===== src/rtl/baseline_dac_servo.sv =====
// Successive-approximation offset DAC servo: searches the DAC code MSB-first so the
// measured baseline lands at or below (POL=0) / at or above (POL=1) a programmed target.
module baseline_dac_servo #(
    parameter int DAC_W      = 12,
    parameter int SETTLE_CYC = 256,
    parameter int DACSET_LEN = 4,
    parameter int TIMEOUT    = 65535,
    parameter bit POL        = 1'b0
) (
    input  logic             clk,
    input  logic             rst,
    input  logic             start,
    input  logic [13:0]      target,
    output logic [DAC_W-1:0] dac_code,
    output logic             dac_wr,
    input  logic             dac_busy,
    output logic             dacset,
    input  logic             meas_done,
    input  logic [13:0]      baseline,
    output logic             busy,
    output logic             cal_done,
    output logic             cal_err,
    output logic [DAC_W-1:0] result_code,
    output logic [13:0]      result_baseline
);

    localparam int CNT_MAX = (TIMEOUT > SETTLE_CYC)
                           ? ((TIMEOUT > DACSET_LEN) ? TIMEOUT : DACSET_LEN)
                           : ((SETTLE_CYC > DACSET_LEN) ? SETTLE_CYC : DACSET_LEN);
    localparam int CNT_W = $clog2(CNT_MAX + 1);
    localparam int IDX_W = (DAC_W > 1) ? $clog2(DAC_W) : 1;

    typedef enum logic [3:0] {
        IDLE, WR, WRWAIT, SETTLE, ARM, DISARM, MEAS, DECIDE, FINAL, DONE
    } state_t;

    state_t             state, next_state;
    logic [CNT_W-1:0]   cnt;
    logic [DAC_W-1:0]   acc;
    logic [DAC_W-1:0]   code_q;
    logic [IDX_W-1:0]   idx;
    logic [13:0]        tgt;
    logic [13:0]        meas_val;
    logic               final_pass;
    logic               abort;
    logic               timed_out;
    logic               keep;
    logic [DAC_W-1:0]   trial;

    assign timed_out = (cnt == CNT_W'(TIMEOUT));
    assign trial     = final_pass ? acc : (acc | (DAC_W'(1) << idx));
    assign keep      = POL ? (meas_val >= tgt) : (meas_val <= tgt);

    // dac_code follows the trial only during the write strobe and holds otherwise,
    // so it cannot move while the writer is busy.
    assign dac_code  = (state == WR) ? trial : code_q;
    assign dac_wr    = (state == WR);
    assign dacset    = (state == ARM);
    assign busy      = (state != IDLE);
    assign cal_done  = (state == DONE);

    always_comb begin
        // NOTE: defaults first so every path assigns both signals and no latch is inferred.
        next_state = state;
        abort      = 1'b0;
        case (state)
            IDLE:    if (start) next_state = WR;
            WR:      next_state = WRWAIT;
            // First WRWAIT cycle is skipped: the writer raises busy one cycle after dac_wr.
            WRWAIT:  if (cnt != '0 && !dac_busy) next_state = SETTLE;
                     else if (timed_out)        abort = 1'b1;
            SETTLE:  if (cnt == CNT_W'(SETTLE_CYC - 1)) next_state = ARM;
            ARM:     if (cnt == CNT_W'(DACSET_LEN - 1)) next_state = DISARM;
            DISARM:  if (!meas_done)     next_state = MEAS;
                     else if (timed_out) abort = 1'b1;
            MEAS:    if (meas_done)      next_state = final_pass ? DONE : DECIDE;
                     else if (timed_out) abort = 1'b1;
            DECIDE:  next_state = (idx == '0) ? FINAL : WR;
            FINAL:   next_state = WR;
            DONE:    next_state = IDLE;
            default: next_state = IDLE;
        endcase
        if (abort) next_state = IDLE;
    end

    always_ff @(posedge clk) begin
        // NOTE: sequential state uses non-blocking assignments only, so every register
        // sees pre-edge values regardless of statement order.
        if (rst) begin
            state           <= IDLE;
            cnt             <= '0;
            acc             <= '0;
            code_q          <= '0;
            idx             <= '0;
            tgt             <= '0;
            meas_val        <= '0;
            final_pass      <= 1'b0;
            cal_err         <= 1'b0;
            result_code     <= '0;
            result_baseline <= '0;
        end else begin
            state <= next_state;
            // Phase counter restarts on every state entry; idle never counts.
            if (next_state != state || state == IDLE) cnt <= '0;
            else                                      cnt <= cnt + CNT_W'(1);

            case (state)
                IDLE: if (start) begin
                    tgt        <= target;
                    acc        <= '0;
                    idx        <= IDX_W'(DAC_W - 1);
                    final_pass <= 1'b0;
                    cal_err    <= 1'b0;
                end
                WR:   code_q <= trial;
                MEAS: if (meas_done) begin
                    meas_val <= baseline;
                    if (final_pass) begin
                        result_code     <= acc;
                        result_baseline <= baseline;
                    end
                end
                DECIDE: begin
                    if (keep) acc[idx] <= 1'b1;
                    if (idx != '0) idx <= idx - IDX_W'(1);
                end
                FINAL: final_pass <= 1'b1;
                default: ;
            endcase

            if (abort) cal_err <= 1'b1;
        end
    end

endmodule


===== config.mk =====
export PLATFORM = sky130hd
export DESIGN_NAME = baseline_dac_servo
export DESIGN_NICKNAME = d
export VERILOG_FILES = /design/src/rtl/baseline_dac_servo.sv
export SDC_FILE = /design/constraint.sdc
export NUM_CORES = 1
export LEC_CHECK = 0
export CAP_MARGIN = 20
export CORE_ASPECT_RATIO = 1.4
export CORE_UTILIZATION = 50
export CTS_BUF_LIST = sky130_fd_sc_hd__clkbuf_4
export CTS_CLUSTER_DIAMETER = 120
export DETAILED_ROUTE_END_ITERATION = 8
export GPL_ROUTABILITY_DRIVEN = 0
export GPL_TIMING_DRIVEN = 0
export PLACE_DENSITY = 0.75
export SLEW_MARGIN = 20
export SYNTH_ARGS = -nofsm -noshare
export SYNTH_HDL_FRONTEND = slang
export SYNTH_SLANG_ARGS = --single-unit
export TNS_END_PERCENT = 1

===== constraint.sdc =====
create_clock -name clk -period 4.6 [get_ports clk]
set_input_delay 0.46 -clock clk [delete_from_list [all_inputs] [get_ports clk]]
set_output_delay 0.46 -clock clk [all_outputs]
set_load 0.02 [all_outputs]

=== After elaboration in Yosys (flattened, before gate mapping) ===
Index checks and enable logic that the tools add are counted.

* Bits in registers: 104
* Output and inout port bits: 43
* Input bits: 33

* Bitwise logic cells: 2
* Shift-type cells: 1
* Multiplexer cells: 29
* Reduce and logical (&&, ||, !) cells: 21
* Add/sub/neg operators: 2
* Eq/ne operators: 16
* Order comparisons: 3

{| class="wikitable"
|+ Operators with widths
! operator !! count
|-
| 12-bit 2-to-1 mux || 4
|-
| 4-bit 2-to-1 mux || 11
|-
| 4-bit case mux with 9 select lines || 1
|-
| 12-bit bitwise OR || 2
|-
| 12-bit case mux with 2 select lines || 1
|-
| 16-bit by 1-bit adder with 16-bit output, second input constant || 1
|-
| 16-bit equality test, second input constant || 1
|-
| 16-bit by 2-bit equality test with 1-bit output, second input constant || 1
|-
| 16-bit by 8-bit equality test with 1-bit output, second input constant || 1
|-
| 4-bit by 3-bit equality test with 1-bit output, second input constant || 4
|-
| 16-bit nonzero test || 1
|-
| 14-bit less-or-equal comparator || 1
|-
| 1-bit by 4-bit << shifter with 12-bit output, first input constant || 1
|-
| 3-bit AND reduction || 3
|-
| 4-bit by 2-bit equality test with 1-bit output, second input constant || 2
|-
| 4-bit equality test, second input constant || 2
|-
| 4-bit logical NOT || 2
|-
| 1-bit 2-to-1 mux || 8
|-
| 4-bit case mux with 2 select lines || 1
|-
| 2-bit AND reduction || 4
|-
| 2-bit nonzero test || 4
|-
| 4-bit nonzero test || 2
|-
| 2-bit inequality test, second input constant || 3
|-
| 4-bit by 5-bit < comparator with 1-bit output, second input constant || 1
|-
| other kinds (11) || 12
|}

=== Logic depth before layout (Yosys ltp) ===
* Depth after elaboration: 8
* Gate-level depth with buffers: 8
* Depth with buffers taken out: 7

=== Worst setup path before layout ===
No wires, ideal clock.

* Path kind: flip-flop to output port
* Start: register state[1]
* End: output dac_code[10]
* Stages on the path, launching flop included: 7
* Slack: 2.586 ns
* Arrival time: 1.554 ns
* Data required time: 4.140 ns
* Cell sequence: dfxtp_1 -> buf_4 -> nand2b_2 -> nor3_2 -> buf_2 -> nor2_1 -> a21oi_1

* Cells in the longest elaborated chain, start to end: 2

{| class="wikitable"
|+ Ends and longest elaborated chain
! item !! RTL line !! RTL
|-
| start, declared || 37 || <nowiki>state_t state, next_state;</nowiki>
|-
| start signal, assigned || 102 || <nowiki>state <= next_state;</nowiki>
|-
| 4-bit by 1-bit equality test with 1-bit output || 56 || <nowiki>assign dac_code = (state == WR) ? trial : code_q;</nowiki>
|-
| 12-bit 2-to-1 mux || - ||
|-
| end, declared || 14 || <nowiki>output logic [DAC_W-1:0] dac_code,</nowiki>
|}

No other way between the ends.

=== Worst setup path in the final report ===
* Start: register state[1]
* End: output dac_code[7]

The elaborated chain is that of the path after synthesis.

==> out/qor.csv <==
stage,metric,value,unit
cts,Post CTS Setup Buffer Count,0,
global_route,vias in the first global route,4462,
timing,fin crit period,3187,ps
setup_path,crit path launch type,register,
synthesis,Mapped Area,0.005011,mm2
setup_path,worst r2r src,tgt[7],
synthesis,"top cells by area, synth","dfxtp_1 42%, nand2_1 10%, a21oi_1 9.0%",
floorplan,# rows,42,
cts,worst skew pair latency,480,ps
placement,pre-CTS setup slack,1918,ps
min_path,Hold Path Class,reg -> reg,
drt,Final ANT Viol Nets,0,
timing,measured slew at the worst slew-check pin,628.4,ps
setup_path,"Max FO, Critical Path",10,
cts,hold_buf cts,0,
floorplan,Boundary Pins,76,
min_path,hold wc startpoint,result_baseline[5],
floorplan,Die Span Y,120.5,um
cts,Clock transition at path regs,160,ps
placement,DP Cell Count,810,
timing,Tcrit/Tclk final,0.6929,
setup_path,Worst Path Arrival,2730,ps
finish,Inserted Diodes,0,
timing,clock skew,15.68,ps
synthesis,asr flop ratio synth,0,
outcome,status,completed,
drt,routed length per instance,14.77,um
global_route,antenna violations before repair,0,
synthesis,"Seq/Total Area, Yosys",0.4155,
synthesis,Post-synth EDFFs,0,
cts,Root Buffer,clkbuf_4,
cts,Bufs on Longest Clock Path,2,
setup_path,CP endpoint kind,output port,
cts,CTS-repair resized insts,0,
timing,RSZ-0062 raised after global routing,false,
synthesis,Synth Instances,603,
global_route,global-route wire length before repair,20050,um
synthesis,Ys Warns,0,
timing,Fin. Hold Viols,0,
drt,drt total wl,12200,um
synthesis,Synth Flop Type,dfxtp_1,
placement,number of I/O port buffers,75,
timing,Final WS setup,1413,ps
setup_path,Critical Path Start,state[1],
timing,fin. max-slew vios,0,
floorplan,overall die width,86.61,um
timing,fmax,0.3138,GHz
global_route,total track usage,0.2450,
finish,Post-layout nets,744,
timing,setup TNS,0,ps
synthesis,top cell type by total area after synthesis,dfxtp_1,
drt,detailed-route DRC error count,0,
drt,Starting DRT DRC Count,268,
power_and_ir_drop,LEAKAGE,0.002182,uW
setup_path,CP required,4140,ps
power_and_ir_drop,maximum vdd drop,0.3163,mV
synthesis,synthesized flop and latch total,104,
finish,area delta synth->final,21.37,%
drt,1st-pass router iterations,5,
drt,Vias/cell,5.461,
timing,Slew HR,0.5811,
synthesis,synth unique cells,58,
setup_path,critical path type,reg -> out,
finish,share of cells above drive strength 1,0.09942,
power_and_ir_drop,PwrDens,406.6,mW/mm2
cts,H-Tree Depth,3,
placement,Final HPWL DP,9486,um
floorplan,core area,0.009617,mm2
flow_run,max_cap viols,0,
global_route,total grt overflow,0,
global_route,largest net degree at the start of global routing,20,
floorplan,initial core utilization,0.5211,
timing,Setup Viol. Count Final,0,
synthesis,Syn Area/Cell,8.310,um2
drt,vias,4511,
synthesis,top cell type's share of synthesized area,0.4155,
floorplan,die area,0.01043,mm2
cts,Clock Sinks,104,
cts,CTS Buf Count,9,
finish,Layout Cells excl Fill,826,
synthesis,Synth Net Count,658,
cts,CTS tree,yes,
path summary, 6_finish.rpt:
check,endpoint,slack (ps),depth (start not counted)
worst max-delay path,dac_code[7],1410,7
worst min-delay path,result_baseline[5],470,2
worst max register to register,acc[8],2370,8
worst min register to register,result_baseline[5],470,2
power by group:
part	internal [uW]	switching, uW	leakage [uW]	total, uW
Clock	178	332	0.0000836	510
Sequential	981	44.8	0.000842	1030
Combinational	377	561	0.00126	937
cells in the final DEF, fill, tap and decap left out, types with 2 or more instances in the layout:
cell	n
a21o_1	2
buf_2	10
a22oi_1	13
nand2b_1	2
nand2_1	134
nand4_1	9
a311oi_1	2
a31oi_1	2
nand3_1	22
nor3_2	2
nand2_2	2
buf_6	2
and3_1	16
a21oi_1	90
clkbuf_4	9
nor2_1	24
dfxtp_1	104
ha_1	22
xor2_1	7
inv_1	25
a31oi_2	2
clkbuf_1	15
nor3_1	3
and2_1	14
inv_6	3
clkdlybuf4s50_1	75
nor4_2	12
and4_1	3
a21oi_2	2
o21ai_0	2
xnor2_1	10
nor2b_1	7
buf_4	6
nor4_1	10
per-layer routing:
metal,share of wire,GRT usage
met5,0,0
met3,0.041,0.03072
met4,0.030,0.1219
met1,0.41,0.2675
met2,0.52,0.4563
synth_stat cells, drive strengths merged (10+ instances only):
cell type,n
buf,20
and3,16
nor4,23
ha,22
a22oi,14
clkbuf,15
nand2,136
nand3,23
inv,26
and2,14
a21oi,92
nor2,26
nand4,10
xnor2,10
dfxtp,104
stage by stage:
step / power (uW) / utilization / hold slack, ps / area (um2)
2_1_floorplan: 1672 / - / 436.3 / 5011
3_3_place_gp: 1956 / 0.6163 / 443.2 / 5927
3_5_place_dp: 1983 / 0.6163 / 447.1 / 5927
4_1_cts: 2485 / 0.6324 / 467.1 / 6082
5_1_grt: 2623 / 0.6324 / 479.9 / 6082
6_report: 2473 / 0.6324 / 465.5 / 6082
kinds of logic (layout without fill, tap and decap cells):
family / after synthesis / count (layout) / synth area share
buffers and inverters: 61 / 152 / 0.05892
muxes: 1 / 1 / 0.002746
xor gates and xnor gates: 17 / 17 / 0.02971
AOI/OAI and AO/OA: 129 / 129 / 0.1605
and+or+nand+nor: 269 / 269 / 0.2777
DFF: 104 / 104 / 0.4155
adders and majority gates: 22 / 22 / 0.05493
area by class of cell:
class | instances | area [um2]
flip-flops and latches | 104 | 2082
fillers | 870 | 3535
well taps | 132 | 165.2
inverters | 26 | 97.59
clock inverters | 7 | 87.58
multi-input cells | 438 | 2634
repair buffers | 75 | 750.7
clock buffers | 9 | 67.56
plain buffers | 35 | 197.7
worst max-delay path: stages (launching register included):
cell and delay (ps):
dfxtp_1 340, buf_4 160, nand2b_2 220, nor3_2 360, buf_2 300, nor2_1 60
a21oi_1 180, clkdlybuf4s50_1 640
sequential cells by signal, summed over array words and instances, names as in the netlist:
name	count
cnt	16
tgt	14
state	4
code_q	12
meas_val	14
cal_err	1
result_code	12
final_pass	1
acc	12
result_baseline	14
idx	4
(Power assumes the default switching activity.)
